--- config.mk ---
export PLATFORM = sky130hd
export DESIGN_NAME = dac7611_scheduler
export DESIGN_NICKNAME = d
export VERILOG_FILES = /design/src/rtl/dac7611_scheduler.sv
export SDC_FILE = /design/constraint.sdc
export NUM_CORES = 1
export LEC_CHECK = 0
export ABC_AREA = 1
export ABC_CLOCK_PERIOD_IN_PS = 2600
export BUFFER_PORTS_ARGS = -buffer_cell sky130_fd_sc_hd__buf_2
export CAP_MARGIN = 5
export CORE_ASPECT_RATIO = 0.5
export CORE_MARGIN = 4
export CORE_UTILIZATION = 56
export CTS_BUF_LIST = sky130_fd_sc_hd__clkbuf_2 sky130_fd_sc_hd__clkbuf_4 sky130_fd_sc_hd__clkbuf_8
export CTS_CLUSTER_DIAMETER = 120
export CTS_CLUSTER_SIZE = 28
export DETAILED_ROUTE_END_ITERATION = 6
export GPL_TIMING_DRIVEN = 0
export PLACE_DENSITY = 0.83
export SETUP_SLACK_MARGIN = 0.2
export SLEW_MARGIN = 0
export SYNTH_ARGS = -nofsm -noshare
export SYNTH_HDL_FRONTEND = slang
export SYNTH_SLANG_ARGS = --single-unit
--- constraint.sdc ---
create_clock -name clk -period 2.6 [get_ports clk]
set_input_delay 0.39 -clock clk [delete_from_list [all_inputs] [get_ports clk]]
set_output_delay 0.39 -clock clk [all_outputs]
set_load 0.03 [all_outputs]
--- src/rtl/dac7611_scheduler.sv ---
// dac7611_scheduler: round-robin arbiter for four requesters sharing one
// DAC7611 serial DAC. Each granted code is shifted MSB first at clk/4,
// latched with an active-low LD pulse, and followed by a short idle gap.
// Clear requests are sticky and serviced whenever the DAC falls idle.
module dac7611_scheduler #(
    parameter int unsigned NREQ    = 4,
    parameter int unsigned GAP     = 2,
    parameter int unsigned CLR_CYC = 2
) (
    input  logic                 clk,
    input  logic                 reset,
    input  logic [NREQ-1:0]      req_valid,
    input  logic [12*NREQ-1:0]   req_data,
    output logic [NREQ-1:0]      req_ready,
    input  logic                 clr_req,
    output logic                 busy,
    output logic [1:0]           grant_id,
    output logic                 dac_clk,
    output logic                 dac_sdi,
    output logic                 dac_ld,
    output logic                 dac_clr_n
);

    localparam int unsigned DW        = 12;
    localparam int unsigned CW        = 6;
    localparam int unsigned IDW       = 2;
    localparam int unsigned SHIFT_CYC = 48;
    localparam int unsigned LOAD_CYC  = 4;

    typedef enum logic [2:0] {
        S_IDLE,
        S_SHIFT,
        S_LOAD,
        S_GAP,
        S_CLEAR
    } state_t;

    state_t             r_state;
    logic [CW-1:0]      r_cnt;
    logic [DW-1:0]      r_data;
    logic [IDW-1:0]     r_ptr;
    logic               r_pending;
    logic [NREQ-1:0]    r_req_ready;
    logic [IDW-1:0]     r_grant_id;
    logic               r_busy;
    logic               r_dac_clk;
    logic               r_dac_sdi;
    logic               r_dac_ld;
    logic               r_dac_clr_n;

    state_t             w_state;
    logic [CW-1:0]      w_cnt;
    logic [DW-1:0]      w_data;
    logic [IDW-1:0]     w_ptr;
    logic               w_pending;
    logic [NREQ-1:0]    w_req_ready;
    logic [IDW-1:0]     w_grant_id;
    logic               w_busy;
    logic               w_dac_clk;
    logic               w_dac_sdi;
    logic               w_dac_ld;
    logic               w_dac_clr_n;
    logic               w_arb;
    logic               w_clr_any;

    logic               w_arb_found;
    logic [IDW-1:0]     w_arb_idx;
    logic [IDW-1:0]     w_cand;

    // Round-robin search for the first asserted requester starting at the pointer.
    always_comb begin
        w_arb_found = 1'b0;
        w_arb_idx   = r_ptr;
        w_cand      = r_ptr;
        for (int k = 0; k < NREQ; k++) begin
            w_cand = r_ptr + IDW'(k);
            if (!w_arb_found && req_valid[w_cand]) begin
                w_arb_found = 1'b1;
                w_arb_idx   = w_cand;
            end
        end
    end

    // Next-state logic; DAC pin levels are derived from the next state so that
    // the registered outputs line up with the state they belong to.
    always_comb begin
        w_state     = r_state;
        w_cnt       = r_cnt + CW'(1);
        w_data      = r_data;
        w_ptr       = r_ptr;
        w_clr_any   = r_pending | clr_req;
        w_pending   = w_clr_any;
        w_req_ready = '0;
        w_grant_id  = r_grant_id;
        w_arb       = 1'b0;
        w_busy      = 1'b0;
        w_dac_clk   = 1'b1;
        w_dac_sdi   = 1'b0;
        w_dac_ld    = 1'b1;
        w_dac_clr_n = 1'b1;

        case (r_state)
            S_IDLE: begin
                // A non-zero ready pulse marks the grant cycle; the frame starts next.
                if (|r_req_ready) begin
                    w_state = S_SHIFT;
                    w_cnt   = '0;
                end else begin
                    w_arb = 1'b1;
                end
            end
            S_SHIFT: begin
                if (r_cnt == CW'(SHIFT_CYC - 1)) begin
                    w_state = S_LOAD;
                    w_cnt   = '0;
                end
            end
            S_LOAD: begin
                if (r_cnt == CW'(LOAD_CYC - 1)) begin
                    if (GAP == 0) begin
                        w_arb = 1'b1;
                    end else begin
                        w_state = S_GAP;
                        w_cnt   = '0;
                    end
                end
            end
            S_GAP: begin
                if (r_cnt == CW'(GAP - 1)) begin
                    w_arb = 1'b1;
                end
            end
            S_CLEAR: begin
                if (r_cnt == CW'(CLR_CYC - 1)) begin
                    w_arb = 1'b1;
                end
            end
            default: begin
                w_state = S_IDLE;
                w_cnt   = '0;
            end
        endcase

        // Whenever the DAC becomes free: clear first, otherwise grant a requester.
        if (w_arb) begin
            w_state = S_IDLE;
            w_cnt   = '0;
            if (w_clr_any) begin
                w_state   = S_CLEAR;
                w_pending = 1'b0;
            end else if (w_arb_found) begin
                w_req_ready = NREQ'(1) << w_arb_idx;
                w_grant_id  = w_arb_idx;
                w_ptr       = w_arb_idx + IDW'(1);
                w_data      = req_data[DW*w_arb_idx +: DW];
            end
        end

        w_busy = (w_state != S_IDLE);
        case (w_state)
            S_SHIFT: begin
                w_dac_clk = w_cnt[1];
                w_dac_sdi = w_data[4'(DW - 1) - w_cnt[5:2]];
            end
            S_LOAD:  w_dac_ld    = ~w_cnt[1];
            S_CLEAR: w_dac_clr_n = 1'b0;
            default: ;
        endcase
    end

    // State and output registers; reset forces idle pin levels at once.
    always_ff @(posedge clk or negedge reset) begin
        if (!reset) begin
            r_state     <= S_IDLE;
            r_cnt       <= '0;
            r_data      <= '0;
            r_ptr       <= '0;
            r_pending   <= 1'b0;
            r_req_ready <= '0;
            r_grant_id  <= '0;
            r_busy      <= 1'b0;
            r_dac_clk   <= 1'b1;
            r_dac_sdi   <= 1'b0;
            r_dac_ld    <= 1'b1;
            r_dac_clr_n <= 1'b1;
        end else begin
            r_state     <= w_state;
            r_cnt       <= w_cnt;
            r_data      <= w_data;
            r_ptr       <= w_ptr;
            r_pending   <= w_pending;
            r_req_ready <= w_req_ready;
            r_grant_id  <= w_grant_id;
            r_busy      <= w_busy;
            r_dac_clk   <= w_dac_clk;
            r_dac_sdi   <= w_dac_sdi;
            r_dac_ld    <= w_dac_ld;
            r_dac_clr_n <= w_dac_clr_n;
        end
    end

    assign req_ready = r_req_ready;
    assign busy      = r_busy;
    assign grant_id  = r_grant_id;
    assign dac_clk   = r_dac_clk;
    assign dac_sdi   = r_dac_sdi;
    assign dac_ld    = r_dac_ld;
    assign dac_clr_n = r_dac_clr_n;

endmodule

== After elaboration in Yosys (flattened, before gate mapping) ==
Cells that the tools add are included.

* Reductions and logical operators: 11
* Shift operators: 2
* Mux-type cells: 42
* Equal/unequal tests: 10
* $lt $le $gt $ge: 5
* Add/subtract/negate cells: 6
* Multipliers: 1
* Bitwise logic cells: 3

{| class="wikitable"
|+ Operators with widths
! kind !! number
|-
| $shiftx 48x7->12 || 1
|-
| $mux 12 || 3
|-
| $mux 6 || 4
|-
| $pmux 6 s4 || 1
|-
| $mux 1 || 16
|-
| $mux 3 || 5
|-
| $lt 2x3->1 const B || 4
|-
| $mux 4 || 3
|-
| $pmux 3 s4 || 1
|-
| $eq 3x2->1 const B || 3
|-
| $bmux 1 s2 || 4
|-
| $add 6x1->6 const B || 1
|-
| $eq 3x1->1 const B || 2
|-
| $eq 3x3->1 const B || 2
|-
| $eq 6x1->1 const B || 1
|-
| $eq 6x2->1 const B || 1
|-
| $eq 6x6->1 const B || 1
|-
| $mux 2 || 3
|-
| $lt 4x5->1 const B || 1
|-
| $add 2x1->2 const B || 2
|-
| $add 2x2->2 const B || 2
|-
| $bmux 1 s4 || 1
|-
| $mul 2x2->4 const A || 1
|-
| $reduce_or 4->1 || 1
|-
| 11 further kinds || 16
|}

* Output and inout port bits: 11
* Bits in registers: 35
* Word-level logic and storage cells: 92
* Bits of input ports: 55

== Depth between registers and ports, before layout ==
Gate-level depths: netlist of the first run.

* Depth after elaboration: 20
* Mapped depth: 22
* Depth with buffers taken out: 21

== Worst setup path after synthesis of the first run ==
OpenSTA, ideal clock, no wires.

* Kind: flip-flop to flip-flop
* Start point: reg r_ptr[1]
* End point: reg r_ptr[1]
* Period minus slack after synthesis: 2,123 ps
* Setup time: 131 ps
* Path slack: 477 ps
* Required time: 2,469 ps
* Path buffers: 2
* Data arrival time: 1,991 ps
* Stages on the path, launching flop included: 17
* Cell sequence: dfrtp_1 > buf_4 > inv_4 > nand2_1 > nand2_4 > nand2_2 > nand2_4 > nand2_1 > nand2_1 > nand2_1 > nand2_8 > nand2_8 > inv_2 > buf_2 > ha_1 > nand2_1 > o21ai_0

* Cells in the longest elaborated chain, start to end: 13
* Elaborated cells on any way between the ends: 26
* Classes of those cells: 4 x add/sub; 15 x mux; 7 x reduce/logical

{| class="wikitable"
|+ Ends and longest elaborated chain
! element !! line !! RTL
|-
| from (decl) || 41 || <nowiki>logic [IDW-1:0] r_ptr;</nowiki>
|-
| from (signal assigned) || 190 || <nowiki>r_ptr <= w_ptr;</nowiki>
|-
| parallel branches: the longest is 11 deep, another holds $add 2x1->2 || -- ||
|-
| $mux 2 * || 77 || <nowiki>if (!w_arb_found && req_valid[w_cand]) begin</nowiki>
|-
| via w_arb_idx[0] || 67 || <nowiki>logic [IDW-1:0] w_arb_idx;</nowiki>
|-
| $add 2x1->2 * || 154 || <nowiki>w_ptr = w_arb_idx + IDW'(1);</nowiki>
|}

Mark *: on every way through the listed nets, which the timed path passes. The select of a mux whose other input is x is not followed.
A chain may end at the register's enable or synchronous reset.

== Final worst setup path of the first run ==
* Start point: reg r_ptr[0]
* End point: reg r_dac_sdi, in the netlist dac_sdi

* Cells in the longest elaborated chain, start to end: 20
* Elaborated cells on any way between the ends: 32
* Classes of those cells: 3 x add/sub; 1 x mul; 1 x shift; 21 x mux; 6 x reduce/logical

{| class="wikitable"
|+ Ends and longest elaborated chain
! element !! line !! RTL
|-
| parallel branches: the longest is 14 deep, another holds $mul 2x2->4 || -- ||
|-
| $mux 12 * || 151 || <nowiki>end else if (w_arb_found) begin</nowiki>
|-
| $mux 12 * || 148 || <nowiki>if (w_clr_any) begin</nowiki>
|-
| $mux 12 * || 145 || <nowiki>if (w_arb) begin</nowiki>
|-
| $bmux 1 s4 * || 163 || <nowiki>w_dac_sdi = w_data[4'(DW - 1) - w_cnt[5:2]];</nowiki>
|-
| $mux 1 (implied by the code) * || 163 ||
|-
| $mux 1 * || 160 || <nowiki>case (w_state)</nowiki>
|-
| via w_dac_sdi || 60 || <nowiki>logic w_dac_sdi;</nowiki>
|-
| to (signal assigned) || 196 || <nowiki>r_dac_sdi <= w_dac_sdi;</nowiki>
|-
| to (decl) || 47 || <nowiki>logic r_dac_sdi;</nowiki>
|}

Marked as above.

==> results.py, run 1 <==
metrics = {
    "worst_setup_path": {
        "reg2regPathDepth": 19,
        "crit_top_cell": "nand3_2",
        "cp.required_ns": 2.79,
        "max_stage_delay_ns": 0.44,
        "crit_path_end_kind": "register",
        "path_buf_inv": 3,
        "start_kind": "register",
        "crit_slowest_cell": "dfrtp_2",
        "crit_family": "simple AND/OR/NAND/NOR gates",
        "arrival_ns": 2.52,
        "cp_num_cells": 19,
        "path_max_fanout": 10,
        "crit_chain": "inv_2 -> buf_6 -> nand2_2 -> nand2_4 -> nand2_4 -> nand2_4 -> nor2_8 -> nand4_4 -> nand2_8 -> buf_6 -> nand2_1 -> nand2_1 -> nand2_2 -> nand3_2 -> nand3_2 -> nand3_2 -> nand3_2 -> nand3_2 -> nor2_2",
        "critical_path_class": "register to register",
    },
    "sta": {
        "slew_violations": 0,
        "tns_ns": 0,
        "skew_ns": 0.00134,
        "worst_pin_slew_ns": 0.766,
        "fin_ws_ns": 0.269,
        "setup_viol": 0,
        "finalCritPeriodShare_pct": 89.7,
        "rsz0062_at_grt": "yes",
        "maxSlewHeadroom_pct": 49.0,
        "min_period_ns": 2.33,
        "fmax_mhz": 429,
        "hold_viol": 0,
    },
    "floorplan": {
        "die-area_um2": 5970,
        "ios": 66,
        "die_height_um": 56.7,
        "die_w_um": 105,
        "core_um2": 4490,
        "start_util_pct": 59.1,
        "rows": 17,
    },
    "placement": {
        "dp_cells": 517,
        "place_congestion": 0.882,
        "dp_hpwl_um": 5000,
        "post-place-ws_ns": 0.0836,
        "io_buffers": 65,
    },
    "clocking": {
        "cts_root_buffer": "clkbuf_8",
        "clockBufferDepth": 2,
        "cts_sinks": 35,
        "cts_made_buffers": 5,
        "path_clk_slew_ns": 0.07,
        "cts_tree": "done",
        "clkLatencyLatePin_ns": 0.29,
        "htree_levels": 2,
    },
    "logic_synthesis": {
        "async_reset_ff_share_pct": 100,
        "synth.most_common_cell": "nand2_1",
        "synth-main-ff-cell": "dfrtp_1",
        "synth.area.top_cells": "dfrtp_1 30%, nand2_1 14%, nor2_1 7.5%, nand3_1 6.8%, inv_1 6.8%",
        "synth_area_um2": 2650,
        "syn_area_per_cell_um2": 6.87,
        "synth_edf_count": 0,
        "ys_seq_elements": 35,
        "synth_top_area_share_pct": 30.2,
        "synth-seq-area-share_pct": 33.2,
        "syn-num-nets": 447,
        "yosysTopAreaCell": "dfrtp_1",
        "yosys.cell_types.count": 36,
        "ys_top_cells_by_count": "100 x nand2_1, 53 x nor2_1, 48 x inv_1, 36 x nand3_1, 32 x dfrtp_1",
        "yosysWarningCount": 0,
        "synth_cells": 386,
    },
    "cells_and_area": {
        "final.fill_count": 340,
        "layout.area.seq_um2": 883,
        "n_antenna_cell": 0,
        "fin_cells": 543,
        "area_delta_synth_final_pct": 29.2,
        "drive_above_1_share_pct": 34.0,
        "utilization_pct": 76.3,
        "final_nets": 537,
        "multi_input_area_um2": 1600,
    },
    "global_route": {
        "grt_overflow": 0,
        "grtUsageTotal_pct": 22.9,
        "grt_max_degree": 36,
        "grt_pass1_vias": 2548,
        "grt_pass1_wl_um": 11200,
        "grt_antenna_before_repair": 0,
    },
    "detailed_routing": {
        "remaining_drc_errors": 0,
        "drtAntennaViolNets": 0,
        "dr.pass1.iters": 6,
        "vias": 2875,
        "drt-initial-drc-count": 229,
        "wl_per_cell_um": 13.4,
        "wl_um": 7280,
        "viasPerCell": 5.29,
    },
    "power": {
        "p_per_area_nw_per_um2": 1390,
        "p_total_mw": 4.75,
        "ir_drop_mv": 0.847,
        "p_leak_nw": 1.81,
    },
    "run": {
        "maxCapViolCount": 0,
    },
    "outcome": {
        "status": "finished clean",
    },
    "min_path": {
        "hp-class": "primary input to asynchronous set/reset pin",
    },
}
## flip-flops by register name, indices dropped and copies added (netlist names), 2 cells and up
register / count
r_state: 3
r_data: 12
r_cnt: 6
grant_id: 2
r_ptr: 2
req_ready: 4
## area by class of cell
type	count	share of cell area, %
timing repair buffer	81	13.0
clock buffer	8	2.67
multi-input combinational	285	46.7
sequential	35	25.8
inverter	56	6.36
tap	66	2.41
buffer	12	3.03
## metal layers
metal / share of wire (%) / up-vias / GRT usage (%)
met2: 50 / 99 / 40.6
li1: - / 1407 / -
met5: 0 / - / 0
met3: 5.6 / 24 / 4.02
met1: 42 / 1345 / 28.2
met4: 2.4 / 0 / 8.41
## worst paths after layout
kind	from	to	slack (ns)
setup / recovery	r_ptr[0]	dac_sdi	0.27
hold / removal	reset	r_cnt[1]	0.17
setup reg to reg	r_ptr[0]	dac_sdi	0.27
hold reg to reg	grant_id[1]	grant_id[1]	0.49
max in group asynchronous	reset	r_ptr[0]	1.89
min in group clk	clr_req	r_pending	0.39
## timing repair
action,in CTS,in global routing
endpoints found under the hold margin,0,0
cloned,0,2
setup endpoints to repair,2,13
setup buffers,2,14
resized for setup,2,38
pin swaps,2,19
hold buffers,0,0
## power breakdown
| group | leakage, nW | internal (mW) | total (mW) | switching, mW |
|---|---|---|---|---|
| clock | 0.0498 | 0.221 | 0.410 | 0.188 |
| sequential | 0.432 | 0.749 | 0.867 | 0.118 |
| combinational | 1.33 | 1.27 | 3.47 | 2.20 |
| total | 1.81 | 2.24 | 4.75 | 2.51 |
## through the flow
step / hold WS, ns / area [µm²]
2_1_floorplan: 0.0944 / 2650
3_3_place_gp: 0.459 / 3060
3_5_place_dp: 0.470 / 3060
4_1_cts: 0.198 / 3170
5_1_grt: 0.245 / 3430
6_report: 0.172 / 3430
## placed cells by master (no fill, tap or decap), types with 10 or more instances in the layout
cell type  synthesis  routed
o21ai_1           12      10
buf_2              2      67
nand3_1           36      32
nand2_1          100      90
buf_4              3      18
nand2_2            9      15
inv_1             48      47
dfrtp_1           32      29
o21ai_0           21      21
nor2_1            53      52
## cell families (layout without fill, tap and decap cells)
| logic type | after synthesis | after routing | share of synthesized area [%] |
|---|---|---|---|
| AND/OR/NAND/NOR | 227 | 229 | 41.3 |
| buffers and inverters | 68 | 157 | 11.4 |
| AO/OA/AOI/OAI | 47 | 47 | 10.4 |
| flip-flops | 35 | 35 | 33.2 |
| adder cells (fa/ha/maj) | 6 | 6 | 2.83 |
| XOR/XNOR | 3 | 3 | 0.991 |
No activity file was read; power rests on OpenSTA's default activity.
==> run 2: changes to the inputs <==
--- a/config.mk
+++ b/config.mk
@@ -17,7 +17,7 @@
 export CTS_CLUSTER_SIZE = 28
 export DETAILED_ROUTE_END_ITERATION = 6
 export GPL_TIMING_DRIVEN = 0
-export PLACE_DENSITY = 0.83
+export PLACE_DENSITY_LB_ADDON = 0.15
 export SETUP_SLACK_MARGIN = 0.2
 export SLEW_MARGIN = 0
 export SYNTH_ARGS = -nofsm -noshare
==> results.py, run 2 (synthesis gave the netlist of run 1 again) <==
metrics = {
    "power": {
        "p_seq_share_pct": 18.0,
        "p_total_mw": 4.75,
        "p_sw_mw": 2.44,
        "p_leak_nw": 1.82,
        "ir_drop_mv": 0.854,
        "p_per_area_nw_per_um2": 1380,
        "comb_power_share_pct": 72.5,
        "swShare_pct": 51.5,
        "internal_power_mw": 2.31,
        "clkPwrFrac_pct": 9.5,
    },
    "detailed_routing": {
        "remaining_drc_errors": 0,
        "viasPerCell": 5.15,
        "wl_per_cell_um": 12.8,
        "wl_um": 7000,
        "drtAntennaViolNets": 0,
        "drt-initial-drc-count": 203,
        "dr.pass1.iters": 4,
        "vias": 2812,
    },
    "clocking": {
        "htree_levels": 2,
        "cts_sinks": 35,
        "ctsHoldBuffers": 0,
        "cts_root_buffer": "clkbuf_8",
        "clkLatencyLatePin_ns": 0.29,
        "clockBufferDepth": 2,
        "cts_tree": "done",
        "cts_made_buffers": 5,
        "path_clk_slew_ns": 0.07,
    },
    "sta": {
        "slew_violations": 0,
        "tns_ns": 0,
        "min_period_ns": 2.37,
        "skew_ns": 0.00573,
        "maxSlewHeadroom_pct": 47.8,
        "worst_pin_slew_ns": 0.783,
        "finalCritPeriodShare_pct": 91.2,
        "fmax_mhz": 422,
        "hold_viol": 0,
        "setup_viol": 0,
        "rsz0062_at_grt": "yes",
    },
    "cells_and_area": {
        "final_nets": 540,
        "final.fill_count": 331,
        "largest_reg_flops": 12,
        "largest_register": "r_data",
        "final_common_cell": "nand2_1",
        "area_delta_synth_final_pct": 29.5,
        "layout_common_cells": "90 x nand2_1, 66 x buf_2, 52 x nor2_1",
        "drive_above_1_share_pct": 33.5,
        "n_antenna_cell": 0,
    },
    "floorplan": {
        "die_height_um": 56.7,
        "rows": 17,
        "core_um2": 4490,
        "die-area_um2": 5970,
        "start_util_pct": 59.1,
        "ios": 66,
        "die_w_um": 105,
    },
    "placement": {
        "dp_hpwl_um": 5000,
        "io_buffers": 65,
        "place_congestion": 0.868,
    },
    "worst_setup_path": {
        "path_max_fanout": 11,
        "cp.required_ns": 2.78,
        "crit_chain": "buf_8 -> nand2_1 -> nand2_2 -> nand2_2 -> nand2_4 -> nor2_8 -> nand4_4 -> nand2_1 -> nand2_1 -> nand2_2 -> buf_6 -> nand2_2 -> nand3_4 -> nand3_2 -> nand3_2 -> nand3_2 -> nand3_2 -> nor2_2",
        "critical_path_class": "register to register",
        "r2r-start": "r_ptr[0]",
        "crit_path_end_kind": "register",
        "start_kind": "register",
        "startpoint": "r_ptr[0]",
        "max_stage_delay_ns": 0.46,
        "arrival_ns": 2.55,
        "crit_slowest_cell": "dfrtp_2",
    },
    "global_route": {
        "grt_antenna_before_repair": 0,
        "grt_pass1_vias": 2506,
        "grt_overflow": 0,
        "grtUsageTotal_pct": 22.4,
        "grt_pass1_wl_um": 10800,
        "grt_max_degree": 36,
    },
    "run": {
        "maxCapViolCount": 0,
    },
    "min_path": {
        "hp-class": "primary input to asynchronous set/reset pin",
    },
    "outcome": {
        "status": "finished clean",
    },
}
==> run 2: changes by cell type in the layout (fill, tap and decap cells not counted), sizes merged <==
cell / previous run / this run
buf: 91 / 93
clkbuf: 10 / 11
==> run 2: repair_timing <==
item	4_1_cts	5_1_grt
pin swaps	2	23
endpoints found under the setup margin	2	13
gates resized for setup	2	30
cloned	0	3
buffers inserted	2	16
==> run 2: cell type report <==
class | instances | area [µm²] | share of cell area (%)
Multi-Input combinational cell | 285 | 1570 | 45.8
Sequential cell | 35 | 881 | 25.6
Clock buffer | 8 | 104 | 3.02
Inverter | 56 | 215 | 6.26
Tap cell | 66 | 82.6 | 2.40
Timing Repair Buffer | 84 | 468 | 13.6
Buffer | 12 | 111 | 3.24
==> run 2: worst paths after layout <==
path,end,slack (ns),cells after the start
max,dac_sdi,0.23,18
min,r_data[5],0.18,1
max reg2reg,dac_sdi,0.23,18
min reg2reg,r_data[9],0.49,2
max in group asynchronous,r_ptr[0],1.89,1
min in group clk,r_pending,0.36,3
==> run 2: metrics by stage <==
step | worst slack [ns] | cell area, µm² | hold WS [ns] | util, % | std cells
after floorplan | 0.477 | 2650 | 0.0944 | - | 386
after global placement | 0.152 | 3060 | 0.461 | 68.2 | 517
after detailed placement | 0.0530 | 3060 | 0.470 | 68.2 | 517
after CTS | 0.203 | 3190 | 0.206 | 71.0 | 527
after global routing | 0.0733 | 3440 | 0.236 | 76.6 | 546
final | 0.229 | 3440 | 0.178 | 76.6 | 546
==> run 2: critical path, delay by kind of cell, from the launching register on <==
kind | cells | cell delay (ns)
AND/OR/NAND/NOR | 16 | 1.48
flip-flops | 1 | 0.46
buffers and inverters | 2 | 0.31
==> run 2: per-layer routing <==
metal | GRT usage (%) | wire length (µm)
met1 | 28.6 | 3100
met2 | 39.1 | 3460
met3 | 4.71 | 332
met4 | 5.23 | 99
met5 | 0 | 0
==> run 2: power by group through the flow <==
stage	registers, mW	logic (mW)	clock network, mW
2_1_floorplan	0.924	2.14	0
3_3_place_gp	0.849	2.71	0
3_5_place_dp	0.853	2.81	0
4_1_cts	0.846	2.88	0.451
5_1_grt	0.878	3.80	0.481
6_report	0.857	3.44	0.450
